$ cat src/rtl/uart_pkg.sv
// Shared types and constants for the UART echo path: send FSM states and the default line terminator.
package uart_pkg;

    localparam int unsigned ECHO_STATE_W = 3;

    typedef enum logic [ECHO_STATE_W-1:0] {
        ST_IDLE       = 3'd0,
        ST_LOAD       = 3'd1,
        ST_SEND       = 3'd2,
        ST_WAIT_START = 3'd3,
        ST_WAIT_DONE  = 3'd4
    } echo_state_t;

    localparam logic [7:0] UART_CR = 8'h0D;

endpackage

$ cat src/rtl/echo_ram.sv
// Simple dual-port RAM, synchronous read with one cycle of latency; maps onto a block RAM.
module echo_ram #(
    parameter int unsigned DATA_W     = 8,
    parameter int unsigned DEPTH_LOG2 = 9
) (
    input  logic                  clk,
    input  logic                  we,
    input  logic [DEPTH_LOG2-1:0] waddr,
    input  logic [DATA_W-1:0]     wdata,
    input  logic                  re,
    input  logic [DEPTH_LOG2-1:0] raddr,
    output logic [DATA_W-1:0]     rdata
);

    localparam int unsigned DEPTH = 1 << DEPTH_LOG2;

    logic [DATA_W-1:0] mem [DEPTH];

    always_ff @(posedge clk) begin
        if (we) begin
            mem[waddr] <= wdata;
        end
        if (re) begin
            rdata <= mem[raddr];
        end
    end

endmodule

$ cat src/rtl/uart_echo_fifo.sv
// UART echo buffer: rx bytes land in a circular RAM FIFO and are replayed under the tx_dv/tx_done handshake.
// Define UART_ECHO_LINE_MODE_EN to hold echo until a LINE_TERM byte (or a full FIFO) releases it.
module uart_echo_fifo
    import uart_pkg::*;
#(
    parameter int unsigned       DATA_W     = 8,
    parameter int unsigned       DEPTH_LOG2 = 9,
    parameter logic [DATA_W-1:0] LINE_TERM  = DATA_W'(UART_CR)
) (
    input  logic                  ICE_CLK,
    input  logic                  RST_N,
    input  logic                  rx_dv,
    input  logic [DATA_W-1:0]     rx_byte,
    input  logic                  tx_done,
    input  logic                  ovf_clr,
    output logic                  tx_dv,
    output logic [DATA_W-1:0]     tx_byte,
    output logic [DEPTH_LOG2:0]   count,
    output logic                  empty,
    output logic                  full,
    output logic                  overflow
);

    localparam int unsigned PTR_W = DEPTH_LOG2 + 1;
    localparam logic [PTR_W-1:0] DEPTH_CNT = {1'b1, {DEPTH_LOG2{1'b0}}};

    echo_state_t       state_q, state_d;
    logic [PTR_W-1:0]  wr_ptr_q, rd_ptr_q;
    logic [PTR_W-1:0]  wr_ptr_d, rd_ptr_d, count_d;
    logic              wr_en_c, rd_inc_c, ram_re_c, eligible_c;
    logic [DATA_W-1:0] ram_rdata;

    assign wr_en_c  = rx_dv & ~full;
    assign wr_ptr_d = wr_ptr_q + PTR_W'(wr_en_c);
    assign rd_ptr_d = rd_ptr_q + PTR_W'(rd_inc_c);
    assign count_d  = wr_ptr_d - rd_ptr_d;

`ifdef UART_ECHO_LINE_MODE_EN
    logic [PTR_W-1:0] commit_q;

    // Release through the terminator; a full FIFO releases everything so the sender can never stall.
    always_ff @(posedge ICE_CLK or negedge RST_N) begin
        if (!RST_N) begin
            commit_q <= '0;
        end else if (full) begin
            commit_q <= wr_ptr_q;
        end else if (wr_en_c && (rx_byte == LINE_TERM)) begin
            commit_q <= wr_ptr_q + PTR_W'(1);
        end
    end

    assign eligible_c = (rd_ptr_q != commit_q);
`else
    logic [DATA_W-1:0] unused_line_term;

    assign unused_line_term = LINE_TERM;
    assign eligible_c       = ~empty;
`endif

    echo_ram #(
        .DATA_W     (DATA_W),
        .DEPTH_LOG2 (DEPTH_LOG2)
    ) u_ram (
        .clk   (ICE_CLK),
        .we    (wr_en_c),
        .waddr (wr_ptr_q[DEPTH_LOG2-1:0]),
        .wdata (rx_byte),
        .re    (ram_re_c),
        .raddr (rd_ptr_q[DEPTH_LOG2-1:0]),
        .rdata (ram_rdata)
    );

    // Pointers and status, all registered from the next-pointer values.
    always_ff @(posedge ICE_CLK or negedge RST_N) begin
        if (!RST_N) begin
            wr_ptr_q <= '0;
            rd_ptr_q <= '0;
            count    <= '0;
            empty    <= 1'b1;
            full     <= 1'b0;
            overflow <= 1'b0;
        end else begin
            wr_ptr_q <= wr_ptr_d;
            rd_ptr_q <= rd_ptr_d;
            count    <= count_d;
            empty    <= (count_d == '0);
            full     <= (count_d == DEPTH_CNT);
            overflow <= (rx_dv & full) | (overflow & ~ovf_clr);
        end
    end

    always_ff @(posedge ICE_CLK or negedge RST_N) begin
        if (!RST_N) begin
            state_q <= ST_IDLE;
        end else begin
            state_q <= state_d;
        end
    end

    // The read issued on the IDLE->LOAD edge is held through LOAD and captured into tx_byte.
    always_comb begin
        state_d  = state_q;
        ram_re_c = 1'b0;
        rd_inc_c = 1'b0;
        unique case (state_q)
            ST_IDLE: begin
                ram_re_c = 1'b1;
                if (eligible_c && tx_done) begin
                    state_d = ST_LOAD;
                end
            end
            ST_LOAD: begin
                state_d = ST_SEND;
            end
            ST_SEND: begin
                rd_inc_c = 1'b1;
                state_d  = ST_WAIT_START;
            end
            ST_WAIT_START: begin
                if (!tx_done) begin
                    state_d = ST_WAIT_DONE;
                end
            end
            ST_WAIT_DONE: begin
                if (tx_done) begin
                    state_d = ST_IDLE;
                end
            end
            default: begin
                state_d = ST_IDLE;
            end
        endcase
    end

    always_ff @(posedge ICE_CLK or negedge RST_N) begin
        if (!RST_N) begin
            tx_dv   <= 1'b0;
            tx_byte <= '0;
        end else begin
            tx_dv <= (state_q == ST_LOAD);
            if (state_q == ST_LOAD) begin
                tx_byte <= ram_rdata;
            end
        end
    end

endmodule

$ cat config.mk
export PLATFORM = sky130hd
export DESIGN_NAME = uart_echo_fifo
export DESIGN_NICKNAME = d
export VERILOG_FILES = /design/src/rtl/uart_pkg.sv /design/src/rtl/echo_ram.sv /design/src/rtl/uart_echo_fifo.sv
export SDC_FILE = /design/constraint.sdc
export NUM_CORES = 2
export LEC_CHECK = 0
export ABC_AREA = 1
export BUFFER_PORTS_ARGS = -buffer_cell sky130_fd_sc_hd__buf_4
export CAP_MARGIN = 20
export CORE_ASPECT_RATIO = 1.4
export CORE_MARGIN = 2
export CORE_UTILIZATION = 45
export CTS_CLUSTER_DIAMETER = 150
export DETAILED_ROUTE_END_ITERATION = 8
export SYNTH_ARGS = -nofsm -noshare
export SYNTH_HDL_FRONTEND = slang
export SYNTH_HIERARCHICAL = 1
export SYNTH_SLANG_ARGS = --single-unit
export TNS_END_PERCENT = 30
$ cat constraint.sdc
create_clock -name ICE_CLK -period 5.2 [get_ports ICE_CLK]
set_clock_uncertainty 0.1 [all_clocks]
set_input_delay 0.26 -clock ICE_CLK [delete_from_list [all_inputs] [get_ports ICE_CLK]]
set_output_delay 0.26 -clock ICE_CLK [all_outputs]
set_load 0.1 [all_outputs]
==> Flow_metrics.wiki <==
{| class="wikitable"
! Metric !! Value
|-
| Run status || finished clean
|-
| Input/output buffers || 34
|-
| Die area || 381200 um^2
|-
| Flops & latches, synth || 4149
|-
| Die height || 729.7 um
|-
| Fraction of the yosys area taken by sequential cells || 73.47%
|-
| Hpwl dp || 272.2 mm
|-
| Post-synthesis to final-layout area growth || 9.982%
|-
| Minimum clock period || 4.578 ns
|-
| Internal power of the cells || 62200 uW
|-
| Syn Area/Cell || 11.92 um^2
|-
| Endpoint kind of the worst setup timing path || flip-flop
|-
| Yosys top cell by area || sky130_fd_sc_hd__edfxtp_1
|-
| Count of antenna-violating nets left after detailed routing || 0
|-
| Top cells by area in the synthesized netlist || sky130_fd_sc_hd__edfxtp_1 (73%), sky130_fd_sc_hd__nand3_1 (12%), sky130_fd_sc_hd__nand2_1 (9.4%)
|-
| Aggregate negative setup slack || 0 ns
|-
| Reported leakage power || 0.06414 uW
|-
| Net count of the mapped netlist || 14223
|-
| Req. time, crit path || 5.90 ns
|-
| DRC violations left || 0
|-
| CTS buffer count || 388
|-
| Via count of the first global-routing pass || 104732
|-
| Max-slew headroom at the worst pin || 14.58%
|-
| Area of the mapped netlist || 169300 um^2
|-
| Final std cell area, no fill || 186200 um^2
|-
| I/O pin total || 35
|-
| Cell variety after synth || 40
|-
| Detail-routed via count per cell || 5.682
|-
| Number of warnings printed during yosys synthesis || 6
|-
| Post-CTS repair timing setup buffer count || 0
|-
| Number of instances in the synthesized netlist || 14199
|-
| Wire length of the first global-routing pass || 700.8 mm
|-
| Routed vias || 108906
|-
| Count of flip-flops with a built-in enable after synthesis || 4104
|-
| Sum of routed wire length over all layers || 481.7 mm
|-
| Fraction of power consumed by the clock network || 28.4%
|-
| Die W || 522.4 um
|-
| Ratio of final minimum period to clock period || 88.05%
|-
| Clk root buf || sky130_fd_sc_hd__clkbuf_16
|-
| Final weighted congestion in routability-driven placement || 0.8478
|-
| # Max-Cap Violations || 0
|-
| Maximum level of the CTS H-tree || 5
|-
| Switching share of power || 38.14%
|-
| Delay of the slowest cell on the worst path || 0.65 ns
|-
| Worst hold path endpoint || state_q[1]$_DFFE_PN0P_
|-
| Number of antenna violations at the first check in global routing || 17
|-
| Instance area at placement || 173400 um^2
|-
| Drt first-iter violations || 10734
|-
| Number of cell rows || 266
|-
| Top cells by instance count after synthesis || sky130_fd_sc_hd__nand2_1 (4256), sky130_fd_sc_hd__edfxtp_1 (4104), sky130_fd_sc_hd__nand3_1 (4094)
|-
| Number of cells on the worst reg-to-reg path || 13
|-
| Power density cells || 540.1 nW/um^2
|-
| Clock Tree Buf Depth || 4
|-
| Buf/Inv on CP || 3
|-
| Critical R2R Launch || rd_ptr_q[0]$_DFF_PN0_
|-
| Clock slew at reported path FFs || 0.07 ns
|-
| Overall overflow remaining after global route || 0
|-
| Clock Sinks || 4149
|-
| Overall fraction of global-route tracks in use || 24.71%
|-
| Largest driver fanout on the critical path || 120
|-
| Worst setup path category || flip-flop to flip-flop
|-
| Area share of the leading cell type in the synthesized netlist || 72.80%
|-
| Prevailing post-synth register cell || sky130_fd_sc_hd__edfxtp_1
|-
| Number of stages on the worst setup path || 13
|-
| Slack of the worst reg-to-reg path || 0.62 ns
|-
| Finish-stage setup viols || 0
|-
| Cell repeated most along the worst path || sky130_fd_sc_hd__nand3_1
|-
| Hold Vio Cnt, Final || 0
|-
| Most repeated cell in the gate-level netlist after synthesis || sky130_fd_sc_hd__nand2_1
|-
| Cell-by-cell trace of the critical path || inv_16 > buf_12 > buf_4 > nand2_1 > nand3_1 > nand3_1 > nand3_1 > nand3_1 > nand3_1 > nand3_1 > nand3_1 > nand3_1 > nand2_1
|-
| Number of fillers in the final layout || 32635
|-
| Slowest stage cell on the critical path || sky130_fd_sc_hd__dfrtp_4
|-
| Area of the core region || 374800 um^2
|-
| Element type at the critical path start || flip-flop
|-
| Switching power || 38350 uW
|-
| Startpoint of the lowest-slack hold path || tx_done
|-
| Total chip power || 100600 uW
|-
| Worst path arrival time || 5.28 ns
|-
| Post-CTS Hold Buffers || 16
|-
| Count of pins over their slew limit || 0
|-
| Share of async-settable or async-resettable flops after synthesis || 1.085%
|-
| Sequential fraction of design power || 37.5%
|-
| Number of cells traversed by the worst hold path || 4
|-
| Drt first pass iters || 6
|-
| Maximum achievable frequency || 218.4 MHz
|-
| End of the worst register-to-register path || u_ram/rdata[7]$_DFFE_PP_
|-
| Gates resized, CTS repair || 0
|-
| Final routed wire length divided by cell count || 25.13 um
|-
| Insertion delay of the later-clocked pin in the worst-skew pair || 0.92 ns
|-
| Share of cells above drive strength 1 || 6.260%
|-
| CTS tree || done
|-
| Combined flip-flop and latch cell area || 124400 um^2
|-
| Total Nets Final || 13916
|-
| Largest net degree at the start of global routing || 185
|-
| Kind of cell adding the most delay to the critical path || simple AND/OR/NAND/NOR gates
|-
| Combinational power share || 34.1%
|-
| Multi-input combinational cell area || 39280 um^2
|-
| HP Class || input port to flip-flop
|-
| Worst voltage drop across the vdd grid || 0.5197 mV
|-
| Worst-Margin Slew || 1.281 ns
|-
| RSZ-0062 raised after global routing || false
|-
| Initial core utilization || 45.17%
|-
| WHS || 0.1628 ns
|}
-- metal layers --
layer / vias up / track usage [%] / part of all wire [%]
li1: 49776 / - / -
met1: 54060 / 31.14 / 38
met5: - / 0 / 0.0054
met3: 901 / 2.763 / 6.2
met4: 4 / 12.20 / 5.2
met2: 4165 / 42.34 / 50
-- final cells by class --
type / count / share of cell area (%)
flip-flops and latches: 4149 / 66.81
multi-input cells: 8975 / 21.10
clock buffers: 460 / 5.423
well taps: 4958 / 3.332
repair buffers: 287 / 1.762
clock inverters: 239 / 1.344
inverters: 91 / 0.2157
diodes: 7 / 0.009409
-- layout by cell type, fill, tap and decap left out, drive strengths merged, types with 4 or more instances in the layout --
cell         instances
nand2             4274
edfxtp            4104
nand3             4097
nor2               542
clkbuf             460
buf                272
clkinv             173
inv                 95
bufinv              46
dfrtp               44
clkinvlp            16
nor3                16
dlygate4sd3         15
ha                  10
nand4                8
diode                7
o21ai                6
xor2                 5
a21oi                4
-- sequential cells by signal (all words and copies together), names as in the netlist, 3 cells and up --
register / cells
u_ram/mem: 4096
count: 10
rd_ptr_q: 10
wr_ptr_q: 10
tx_byte: 8
u_ram/rdata: 8
state_q: 3
-- kinds of logic (layout without fill, tap and decap cells) --
kind of cell | count (synthesis) | count (layout) | synth area share (%)
DFF | 4149 | 4149 | 73.47
buffers and inverters | 1075 | 1077 | 3.402
xor gates and xnor gates | 7 | 7 | 0.03622
AOI/OAI and AO/OA | 15 | 15 | 0.05544
adders and majority gates | 11 | 11 | 0.08574
and+or+nand+nor | 8942 | 8942 | 22.95
other | 0 | 7 | 0
-- power by group through the flow --
stage	Sequential [uW]	Combinational (uW)	Clock [uW]
after floorplan	38500	22300	0
after global placement	38400	33900	0
after detailed placement	38400	34100	0
after CTS	37700	34200	29000
after global routing	37700	36900	30100
final	37700	34300	28600
-- worst min-delay path, stage by stage --
cell and delay [ns]:
sky130_fd_sc_hd__dlygate4sd3_1 0.52, sky130_fd_sc_hd__buf_4 0.17, sky130_fd_sc_hd__nand2_1 0.10, sky130_fd_sc_hd__nand3b_1 0.08
-- per-stage QoR --
stage	setup WS, ns	util (%)	std cells
final	0.6216	49.68	19166
after global routing	0.5600	49.67	19160
after CTS	0.7151	49.67	19159
after detailed placement	0.7355	46.26	18444
after global placement	0.6988	46.26	18443
after floorplan	1.981	-	14199
-- worst max-delay path by stage --
stage | startpoint | end
6_report | rd_ptr_q[0]$_DFF_PN0_ | u_ram/rdata[7]$_DFFE_PP_
5_1_grt | rd_ptr_q[0]$_DFF_PN0_ | u_ram/rdata[7]$_DFFE_PP_
4_1_cts | rd_ptr_q[0]$_DFF_PN0_ | u_ram/rdata[5]$_DFFE_PP_
3_5_place_dp | rd_ptr_q[0]$_DFF_PN0_ | u_ram/rdata[5]$_DFFE_PP_
3_3_place_gp | rd_ptr_q[0]$_DFF_PN0_ | u_ram/rdata[7]$_DFFE_PP_
2_1_floorplan | full$_DFF_PN0_ | empty$_DFF_PN1_
Note: power is estimated with default switching activity, not from simulation.
